==> src/rtl/ldpc_pkg.sv <==
// Shared definitions for the min-sum LDPC decoder datapath:
// message width, magnitude saturation limit and the variable-node FSM states.
package ldpc_pkg;

  localparam int W       = 5;
  localparam int MAG_MAX = 15;

  typedef enum logic {
    ACC,
    EMIT
  } state_t;

endpackage

==> src/rtl/sat_t_to_s.sv <==
// Combinational two's complement to saturated sign-magnitude converter.
// Values outside [-MAG_MAX, +MAG_MAX] clamp to the limit with their sign kept.
module sat_t_to_s
  import ldpc_pkg::*;
#(
  parameter int IW = 9,
  parameter int OW = W
) (
  input  logic signed [IW-1:0] din,
  output logic        [OW-1:0] dout
);

  localparam logic signed [IW-1:0] HI = IW'(MAG_MAX);
  localparam logic signed [IW-1:0] LO = -HI;

  logic [OW-2:0] mag;

  // Zero falls out of the in-range branch with a clear sign bit.
  always_comb begin
    mag = (OW-1)'(din[IW-1] ? -din : din);
    if (din > HI || din < LO) begin
      dout = {din[IW-1], (OW-1)'(MAG_MAX)};
    end else begin
      dout = {din[IW-1], mag};
    end
  end

endmodule

==> src/rtl/vn_update_serial.sv <==
// Serial variable-node update: accumulates the channel LLR plus DEG check messages,
// then emits DEG extrinsic messages (posterior minus own input) in sign-magnitude.
module vn_update_serial
  import ldpc_pkg::*;
#(
  parameter int DEG = 3,
  parameter int W   = ldpc_pkg::W,
  parameter int AW  = 8
) (
  input  logic         clk,
  input  logic         rst_n,
  input  logic         in_valid,
  output logic         in_ready,
  input  logic [W-1:0] in_data,
  output logic         out_valid,
  input  logic         out_ready,
  output logic [W-1:0] out_msg,
  output logic         out_last,
  output logic [W-1:0] out_total,
  output logic         out_hard
);

  localparam int CW = $clog2(DEG + 1);
  localparam int IW = (DEG > 1) ? $clog2(DEG) : 1;

  state_t               state;
  state_t               state_next;
  logic [CW-1:0]        cnt;
  logic [IW-1:0]        idx;
  logic signed [AW-1:0] acc;
  logic [W-1:0]         msg_buf [DEG];

  logic                 in_fire;
  logic                 out_fire;
  logic                 last_idx;
  logic [W-1:0]         own_msg;
  logic signed [AW:0]   diff;
  logic signed [AW:0]   total;
  logic [W-1:0]         msg_sm;
  logic [W-1:0]         total_sm;

  always_ff @(posedge clk or negedge rst_n) begin
    if (!rst_n) begin
      state <= ACC;
    end else begin
      state <= state_next;
    end
  end

  always_comb begin
    state_next = state;
    in_ready   = 1'b0;
    out_valid  = 1'b0;
    case (state)
      ACC: begin
        in_ready = 1'b1;
        if (in_valid && cnt == CW'(DEG)) begin
          state_next = EMIT;
        end
      end
      EMIT: begin
        out_valid = 1'b1;
        if (out_ready && last_idx) begin
          state_next = ACC;
        end
      end
      default: state_next = ACC;
    endcase
  end

  assign in_fire  = in_valid && in_ready;
  assign out_fire = out_valid && out_ready;
  assign last_idx = (idx == IW'(DEG - 1));

  // Beat 0 is the channel LLR and only feeds the sum; beats 1..DEG are kept for the extrinsic step.
  always_ff @(posedge clk or negedge rst_n) begin
    if (!rst_n) begin
      cnt <= '0;
      idx <= '0;
      acc <= '0;
    end else begin
      if (in_fire) begin
        acc <= acc + {{(AW-W){in_data[W-1]}}, in_data};
        cnt <= (cnt == CW'(DEG)) ? '0 : cnt + 1'b1;
      end
      if (out_fire) begin
        if (last_idx) begin
          idx <= '0;
          acc <= '0;
        end else begin
          idx <= idx + 1'b1;
        end
      end
    end
  end

  always_ff @(posedge clk) begin
    if (in_fire && cnt != '0) begin
      msg_buf[IW'(cnt - 1'b1)] <= in_data;
    end
  end

  assign own_msg = msg_buf[idx];
  assign diff    = {acc[AW-1], acc} - {{(AW+1-W){own_msg[W-1]}}, own_msg};
  assign total   = {acc[AW-1], acc};

  sat_t_to_s #(.IW(AW + 1), .OW(W)) u_sat_msg (
    .din  (diff),
    .dout (msg_sm)
  );

  sat_t_to_s #(.IW(AW + 1), .OW(W)) u_sat_total (
    .din  (total),
    .dout (total_sm)
  );

  // Outputs are forced to zero outside EMIT so the unreset buffer never leaks out.
  assign out_msg   = out_valid ? msg_sm : '0;
  assign out_total = out_valid ? total_sm : '0;
  assign out_hard  = out_valid & acc[AW-1];
  assign out_last  = out_valid & last_idx;

endmodule

==> config.mk <==
export PLATFORM = sky130hd
export DESIGN_NAME = vn_update_serial
export DESIGN_NICKNAME = d
export VERILOG_FILES = /design/src/rtl/ldpc_pkg.sv /design/src/rtl/sat_t_to_s.sv /design/src/rtl/vn_update_serial.sv
export SDC_FILE = /design/constraint.sdc
export NUM_CORES = 1
export LEC_CHECK = 0
export CAP_MARGIN = 15
export CELL_PAD_IN_SITES_DETAIL_PLACEMENT = 1
export CELL_PAD_IN_SITES_GLOBAL_PLACEMENT = 2
export CORE_ASPECT_RATIO = 2
export CORE_MARGIN = 10
export CORE_UTILIZATION = 30
export CTS_CLUSTER_DIAMETER = 150
export DETAILED_ROUTE_END_ITERATION = 6
export DONT_BUFFER_PORTS = 1
export GPL_TIMING_DRIVEN = 1
export PLACE_DENSITY_LB_ADDON = 0.1
export SYNTH_ARGS = -nofsm -noshare
export SYNTH_HDL_FRONTEND = slang
export SYNTH_SLANG_ARGS = --single-unit
==> constraint.sdc <==
create_clock -name clk -period 6.25 [get_ports clk]
set_clock_uncertainty 0.2 [all_clocks]
set_input_delay 0.3125 -clock clk [delete_from_list [all_inputs] [get_ports clk]]
set_output_delay 0.3125 -clock clk [all_outputs]
set_load 0.01 [all_outputs]
# Word level (Yosys, flattened, before mapping)
# Memory sizes are Yosys's and may differ from the RTL's.
# Cells that the tools add are included.
[op_classes] eq_ne=2 add_sub_neg=7 n_mux=18 magnitude_cmp=4 bitwise=3 reduce_logical=8
[op_table] op="2-to-1 mux 8 bit" count=3
[op_table] op="2-to-1 mux 4 bit" count=4
[op_table] op="2-to-1 mux 5 bit" count=2
[op_table] op="> comparator 9 x 5 -> 1 bit, second input constant" count=1
[op_table] op="less-than comparator 9 x 5 -> 1 bit, second input constant" count=1
[op_table] op="subtractor 8 x 5 -> 9 bit" count=1
[op_table] op="adder 8 bit" count=1
[op_table] op="> comparator 8 x 5 -> 1 bit, second input constant" count=1
[op_table] op="less-than comparator 8 x 5 -> 1 bit, second input constant" count=1
[op_table] op="negator 4 bit" count=2
[op_table] op="2-to-1 mux 1 bit" count=6
[op_table] op="logical AND 1 bit" count=5
[op_table] op="adder 2 x 1 -> 2 bit, second input constant" count=2
[op_table] op="== test 2 bit, second input constant" count=2
[op_table] op="2-to-1 mux 2 bit" count=2
[op_table] op="bitwise AND 1 bit" count=2
[op_table] op="logical OR 1 bit" count=2
[op_table] op="case mux 1 bit (2 select lines)" count=1
[op_table] op="nonzero test 2 bit" count=1
[op_table] op="subtractor 2 x 1 -> 2 bit, second input constant" count=1
[op_table] op="NOT 1 bit" count=1
[totals] mem_count=1 in_bits=9 reg_bits=13 out_inout_bits=14 ram_bits=15
[mem_list] memory="msg_buf" words=3 word_bits=5 rd=1 rd_ports_with_merged_regs=0 wr=1 line_no="vn_update_serial.sv:31" source="logic [W-1:0] msg_buf [DEG];"

# Logic depth before layout (Yosys ltp)
# Gate-level depths: netlist of the first run.
# An unclocked memory read counts as a cell.
[depth] ltp_word=6 mapped_depth=11

# Modules after synthesis
# A second synthesis of the first run with hierarchy kept.
[unflattened] cells_unflattened=231 hier_area_um2=2193.4
[modules_own_cells] mod="vn_update_serial" area_each_um2=1870.5 cells_each=187 n_inst=1
[modules_own_cells] mod="sat_t_to_s" area_each_um2=161.4 cells_each=22 n_inst=2

# Worst setup path before layout of the first run
# No wires, ideal clock.
[synth_timing] kind="reg2out" start="register idx[0]" end="output out_msg[0]" required_ns=5.738 n_path_buf=1 stages_incl_launch_ff=12 setup_slack_ns=2.887 arrival_ns=2.850 cell_sequence="dfrtp_1 clkbuf_1 mux2i_1 nor2_1 a21oi_1 ha_1 or4_1 o21ai_1 o21ba_2 xnor2_2 a31o_2 a31oi_1"
[synth_via] elab_chain_cells=6 word_cells_on_any_way=9 cone_classes="add/sub: 2; order compare: 2; mux: 3; reduce/logical: 1; memory: 1"
[synth_lines] item="start, declared" line_no="vn_update_serial.sv:29" source="logic [IW-1:0] idx;"
[synth_lines] item="start signal, assigned" line_no="vn_update_serial.sv:91" source="idx <= idx + 1'b1;"
[synth_lines] item="memory (3 x 5 bit) (*)"
[synth_lines] item="subtractor 8 x 5 -> 9 bit (*)" line_no="vn_update_serial.sv:104" source="assign diff = {acc[AW-1], acc} - {{(AW+1-W){own_msg[W-1]}}, own_msg};"
[synth_lines] item="> comparator 9 x 5 -> 1 bit, or another cell as far along" line_no="sat_t_to_s.sv:21" source="if (din > HI || din < LO) begin"
[synth_lines] item="logical OR 1 bit / 2-to-1 mux 4 bit (equally long branches)" line_no="sat_t_to_s.sv:21, sat_t_to_s.sv:20"
[synth_lines] item="2-to-1 mux 4 bit (*)" line_no="sat_t_to_s.sv:21"
[synth_lines] item="2-to-1 mux 5 bit (*)" line_no="vn_update_serial.sv:118" source="assign out_msg = out_valid ? msg_sm : '0;"
[synth_lines] item="end, declared" line_no="vn_update_serial.sv:17" source="output logic [W-1:0] out_msg,"
# Every way passes the cells marked *; elsewhere a longest branch is shown, timed or not.

# Final worst setup path of the first run
# Ends and elaborated chain as after synthesis.

==> results of run 1 <==
## cells in the mapped netlist (all sizes together) (6+ instances only)
library cell / instances
o21ai: 15
nor3b: 6
xnor2: 6
a21oi: 22
nor2: 13
ha: 23
nand2: 18
inv: 12
nor3: 6
dfrtp: 13
xor2: 6
mux2i: 6
edfxtp: 15
## sequential cells by signal, summed over array words and instances, names as in the netlist
register and count:
msg_buf 15, acc 8, cnt 2, idx 2
state 1
## routing by layer
metal	vias to the layer above	wire length (µm)	share of wire, %	global-route usage (%)
li1	800	-	-	-
met1	829	2210	38	11.3
met2	37	3300	56	22.1
met3	12	231	3.9	2.22
met4	0	143	2.4	4.11
met5	-	0	0	0
## area by class of cell
type	instances	area [µm²]
Fill cell	777	4340
Multi-Input combinational cell	170	1220
Sequential cell	28	776
Tap cell	88	110
Timing Repair Buffer	8	77.6
Clock buffer	3	75.1
Inverter	12	45.0
Clock inverter	1	30.0
## through the flow
step                util (%)  instances  setup WS [ns]
floorplan                  -        216           2.89
global placement        32.4        299           2.76
detailed placement      32.4        299           2.69
CTS                     35.0        310           2.39
global route            35.0        310           2.22
finish                  35.0        310           2.41
## how the worst max path moves through the flow
stage | to | slack [ns]
3_3_place_gp | out_msg[0] | 2.76
3_5_place_dp | out_msg[0] | 2.69
5_1_grt | out_msg[0] | 2.22
6_report | out_msg[0] | 2.41
4_1_cts | out_msg[0] | 2.39
2_1_floorplan | out_msg[0] | 2.89
## logic make-up after synthesis
kind of cell,count (synthesis),share of synthesized area (%)
flops,28,37.4
simple gates,65,16.0
compound gates,61,18.4
buf+inv,18,3.44
fa+ha+maj,25,15.8
xor+xnor,12,5.43
mux,7,3.44
## worst max-delay path, cell delays in order (launching register included)
cell	delay, ns
sky130_fd_sc_hd__dfrtp_1	0.60
sky130_fd_sc_hd__mux2i_1	0.24
sky130_fd_sc_hd__nor2_1	0.05
sky130_fd_sc_hd__a21oi_1	0.34
sky130_fd_sc_hd__ha_1	0.36
sky130_fd_sc_hd__or4_1	0.51
sky130_fd_sc_hd__o21ai_1	0.08
sky130_fd_sc_hd__o21ba_2	0.18
sky130_fd_sc_hd__xnor2_2	0.14
sky130_fd_sc_hd__a31o_2	0.25
sky130_fd_sc_hd__a31oi_1	0.31
==> flow_summary.ini, run 1 <==
[placed_design]
detailed_place.area_mm2 = 0.00216
port_buffers = 0
detailedPlacementHpwl_mm = 4.83
place_congestion = 0.821

[clock_network]
clock_tree.buffer_depth = 2
cts_hold_buf = 7
clkSinkCount = 28
insertion_delay_ns = 0.27
clk_root_buffer_cell = sky130_fd_sc_hd__clkbuf_16
clock_tree_from_tritoncts = done
h-tree-depth = 1
cts_inserted_buffers = 3
clkSlewWorstSetupHoldPaths_ns = 0.07
cts.repair.resized = 0
post_cts_repair_setup_buffers = 0

[hold_path]
min_path_type = in2reg
timing.hold.worst_endpoint = idx[1]
cell_depth_of_the_worst_hold_path = 2
timing.hold.worst.start = out_ready

[yosys]
mappedNetlistNets = 250
post-synth-top-area-fraction_pct = 21.7
synth_cell_types = 46
post_synth_main_area_contributors = sky130_fd_sc_hd__edfxtp_1 22%, sky130_fd_sc_hd__dfrtp_1 16%, sky130_fd_sc_hd__ha_1 14%, sky130_fd_sc_hd__a21oi_1 5.3%, sky130_fd_sc_hd__nand2_1 3.3%
postSynthRegisterBits = 28
yosys_most_used_dff = sky130_fd_sc_hd__edfxtp_1
synth_warnings = 0
synth_seq_area_share_pct = 37.4
syn-cell-area_mm2 = 0.00207
avgSynthCellArea_um2 = 9.59
synth_enable_flop_cells = 15
synthCells = 216
synthDominantAreaCellType = sky130_fd_sc_hd__edfxtp_1
postSynth.asyncResetShare_pct = 46.4

[critical_path]
timing.rr.end = msg_buf[1][4]
crit_path_start_kind = register
crit_path_category = reg2out
critical_path_required_ns = 5.74
worst_ep_arrival_time_ns = 3.33
cp_max_fo = 10
timing.critical_path.to_type = output port
worstSetupStartpoint = idx[0]
critical_path.reg2reg.startpoint = state
timing.reg2reg.setup_slack_ns = 3.52
worst-r2r-cell-count = 3

[timing]
timing.setup.tns_ns = 0
maxClockFrequency_mhz = 260
worst_pin_slew_ns = 0.888
holdWs_ns = 0.0271
number_of_hold_violations_in_the_final_report = 0
finalMaxSlewViolations = 0
period_minus_slack_ns = 3.84
setup_viol_count_final = 0
grt_setup_unrepaired = no
max-slew-margin-rel_pct = 40.7
fin_crit_sh_pct = 61.5

[drt]
drtPass1Iterations = 4
route.detailed.wl_per_inst_um = 19.0
drtIter0Drc = 50
route.detailed.drc = 0
antenna_violating_nets_post_route = 0
totalWireLength_mm = 5.88
routed_via_density = 5.41
dr_total_vias = 1678

[floorplan]
chipHeight_um = 138
initial_utilization_pct = 31.0
num_io_pins = 23
design.die.area_mm2 = 0.0108
design.core.area_mm2 = 0.00667
floorplan.rows = 42
die_w_um = 78.8

[finish]
ant_diodes = 0
mostFrequentLayoutCells = 23 x sky130_fd_sc_hd__ha_1, 22 x sky130_fd_sc_hd__a21oi_1, 18 x sky130_fd_sc_hd__nand2_1
layout-area-overhead-vs-synth_pct = 12.9
num-nets-final = 257
leading_cell_type_in_the_layout_fill_and_taps_excluded = sky130_fd_sc_hd__ha_1
drive_gt1_share_pct = 5.41
design_area_mm2 = 0.00234

[run]
drv.max_cap_violation_count = 0

[run_status]
run_status = finished clean

[global_route]
grt_first_pass_wirelength_mm = 9.56
antenna_found_initial = 0
globalRouteOverflowTotal = 0
via_count_of_the_first_global_routing_pass = 1799
grt_max_degree = 17
global_route.usage.total_pct = 11.3
Power of run 1 is not shown: default switching activity piles up to over one toggle a cycle in this logic, so the estimate is an artifact.
==> run 2, diff against run 1 <==
clock period = 3.6 ns   (was 6.25 ns; I/O delays follow)
==> run 2 against run 1 <==
First-iteration DRC count decreased by 28%. Largest cell class unchanged. Critical endpoint unchanged. Die area unchanged. Critical path type unchanged. Cell count increased by 0.97%.
==> flow_summary.ini, run 2 (same netlist as run 1, synthesis figures left out) <==
[run_status]
run_status = finished clean

[placed_design]
place_congestion = 0.786
detailedPlacementHpwl_mm = 4.88
port_buffers = 0

[hold_path]
timing.hold.worst_endpoint = acc[7]
timing.hold.worst.start = in_data[4]
cell_depth_of_the_worst_hold_path = 3
min_path_type = in2reg

[drt]
totalWireLength_mm = 5.90
routed_via_density = 5.29
route.detailed.drc = 0
drtPass1Iterations = 3
antenna_violating_nets_post_route = 0
drtIter0Drc = 36
dr_total_vias = 1656
route.detailed.wl_per_inst_um = 18.8

[timing]
finalMaxSlewViolations = 0
number_of_hold_violations_in_the_final_report = 0
holdWs_ns = 0.0119
max-slew-margin-rel_pct = 42.3
worst_pin_slew_ns = 0.863
period_minus_slack_ns = 3.42
grt_setup_unrepaired = yes
fin_crit_sh_pct = 95.0
setup_viol_count_final = 0
maxClockFrequency_mhz = 292

[clock_network]
h-tree-depth = 1
clock_tree.buffer_depth = 2
post_cts_repair_setup_buffers = 0
insertion_delay_ns = 0.26
clock_tree_from_tritoncts = done
clkSinkCount = 28
cts_inserted_buffers = 3
clkSlewWorstSetupHoldPaths_ns = 0.07
clk_root_buffer_cell = sky130_fd_sc_hd__clkbuf_16

[critical_path]
crit_path_category = reg2out
timing.critical_path.to_type = output port
critical_path.reg2reg.startpoint = acc[0]
worst-r2r-cell-count = 8
crit_path_start_kind = register
critical_path_required_ns = 3.22
timing.reg2reg.setup_slack_ns = 1.00
worst_ep_arrival_time_ns = 3.04
timing.rr.end = acc[6]
cp_max_fo = 10

[finish]
leading_cell_type_in_the_layout_fill_and_taps_excluded = sky130_fd_sc_hd__ha_1
flip_flop_count_of_the_largest_register_after_layout = 15
layout-area-overhead-vs-synth_pct = 14.2
drive_gt1_share_pct = 7.11
multiInputGateArea_mm2 = 0.00122
registers.top_by_ff_count = msg_buf
num-nets-final = 260
biggestRegsByFlops = msg_buf x15, acc x8
mostFrequentLayoutCells = 23 x sky130_fd_sc_hd__ha_1, 22 x sky130_fd_sc_hd__a21oi_1, 18 x sky130_fd_sc_hd__nand2_1
fill_cells = 789
ant_diodes = 0
seqCellArea_um2 = 778

[global_route]
globalRouteOverflowTotal = 0
via_count_of_the_first_global_routing_pass = 1830
antenna_found_initial = 0
grt_first_pass_wirelength_mm = 9.63
global_route.usage.total_pct = 11.3
grt_max_degree = 17

[floorplan]
num_io_pins = 23
chipHeight_um = 138
initial_utilization_pct = 31.0
design.core.area_mm2 = 0.00667
design.die.area_mm2 = 0.0108
floorplan.rows = 42
die_w_um = 78.8

[run]
drv.max_cap_violation_count = 0
run 2: repair_timing:
action,4_1_cts,5_1_grt
endpoints found under the setup margin,0,4
hold endpoints to repair,31,0
hold buffers,8,0
resized for setup,0,2
run 2: worst max path at each step:
stage,from,slack [ns],endpoint
after floorplan,idx[0],0.37,out_msg[0]
after global placement,idx[0],0.37,out_msg[0]
after detailed placement,idx[0],0.32,out_msg[0]
after CTS,idx[0],0.02,out_msg[0]
after global routing,idx[0],-0.04,out_msg[0]
final,idx[0],0.18,out_msg[0]
run 2: final cells by class:
cell class | instances | area share [%]
multi-input cells | 170 | 51.8
flip-flops and latches | 28 | 32.9
well taps | 88 | 4.65
repair buffers | 11 | 4.34
clock buffers | 3 | 3.17
inverters | 12 | 1.90
clock inverters | 1 | 1.27
run 2: metal layers:
metal  share of wire (%)  up-vias  track usage (%)
li1                    -      806                -
met1                  37      822             10.9
met2                  59       24             23.0
met3                 3.7        4             1.83
met4                 1.0        0             3.61
met5                   0        -                0
run 2: worst max-delay path: stages, from the launching register on:
cell                       delay [ns]
sky130_fd_sc_hd__dfrtp_2         0.50
sky130_fd_sc_hd__mux2i_1         0.20
sky130_fd_sc_hd__o21ai_0         0.09
sky130_fd_sc_hd__ha_1            0.22
sky130_fd_sc_hd__fa_1            0.41
sky130_fd_sc_hd__nand2b_1        0.18
sky130_fd_sc_hd__a21oi_1         0.25
sky130_fd_sc_hd__o32a_1          0.24
sky130_fd_sc_hd__a21oi_1         0.07
sky130_fd_sc_hd__a31o_2          0.29
sky130_fd_sc_hd__a31oi_1         0.33
run 2: through the flow:
step | area, µm² | setup slack, ns | setup TNS, ns | instances | utilization (%)
global route | 2370 | -0.0416 | -0.0776 | 313 | 35.5
global placement | 2180 | 0.370 | 0 | 301 | 32.6
detailed placement | 2180 | 0.323 | 0 | 301 | 32.6
floorplan | 2070 | 0.370 | 0 | 216 | -
finish | 2370 | 0.181 | 0 | 313 | 35.5
CTS | 2360 | 0.0215 | 0 | 313 | 35.4
Power of run 2 is left out for the same reason.
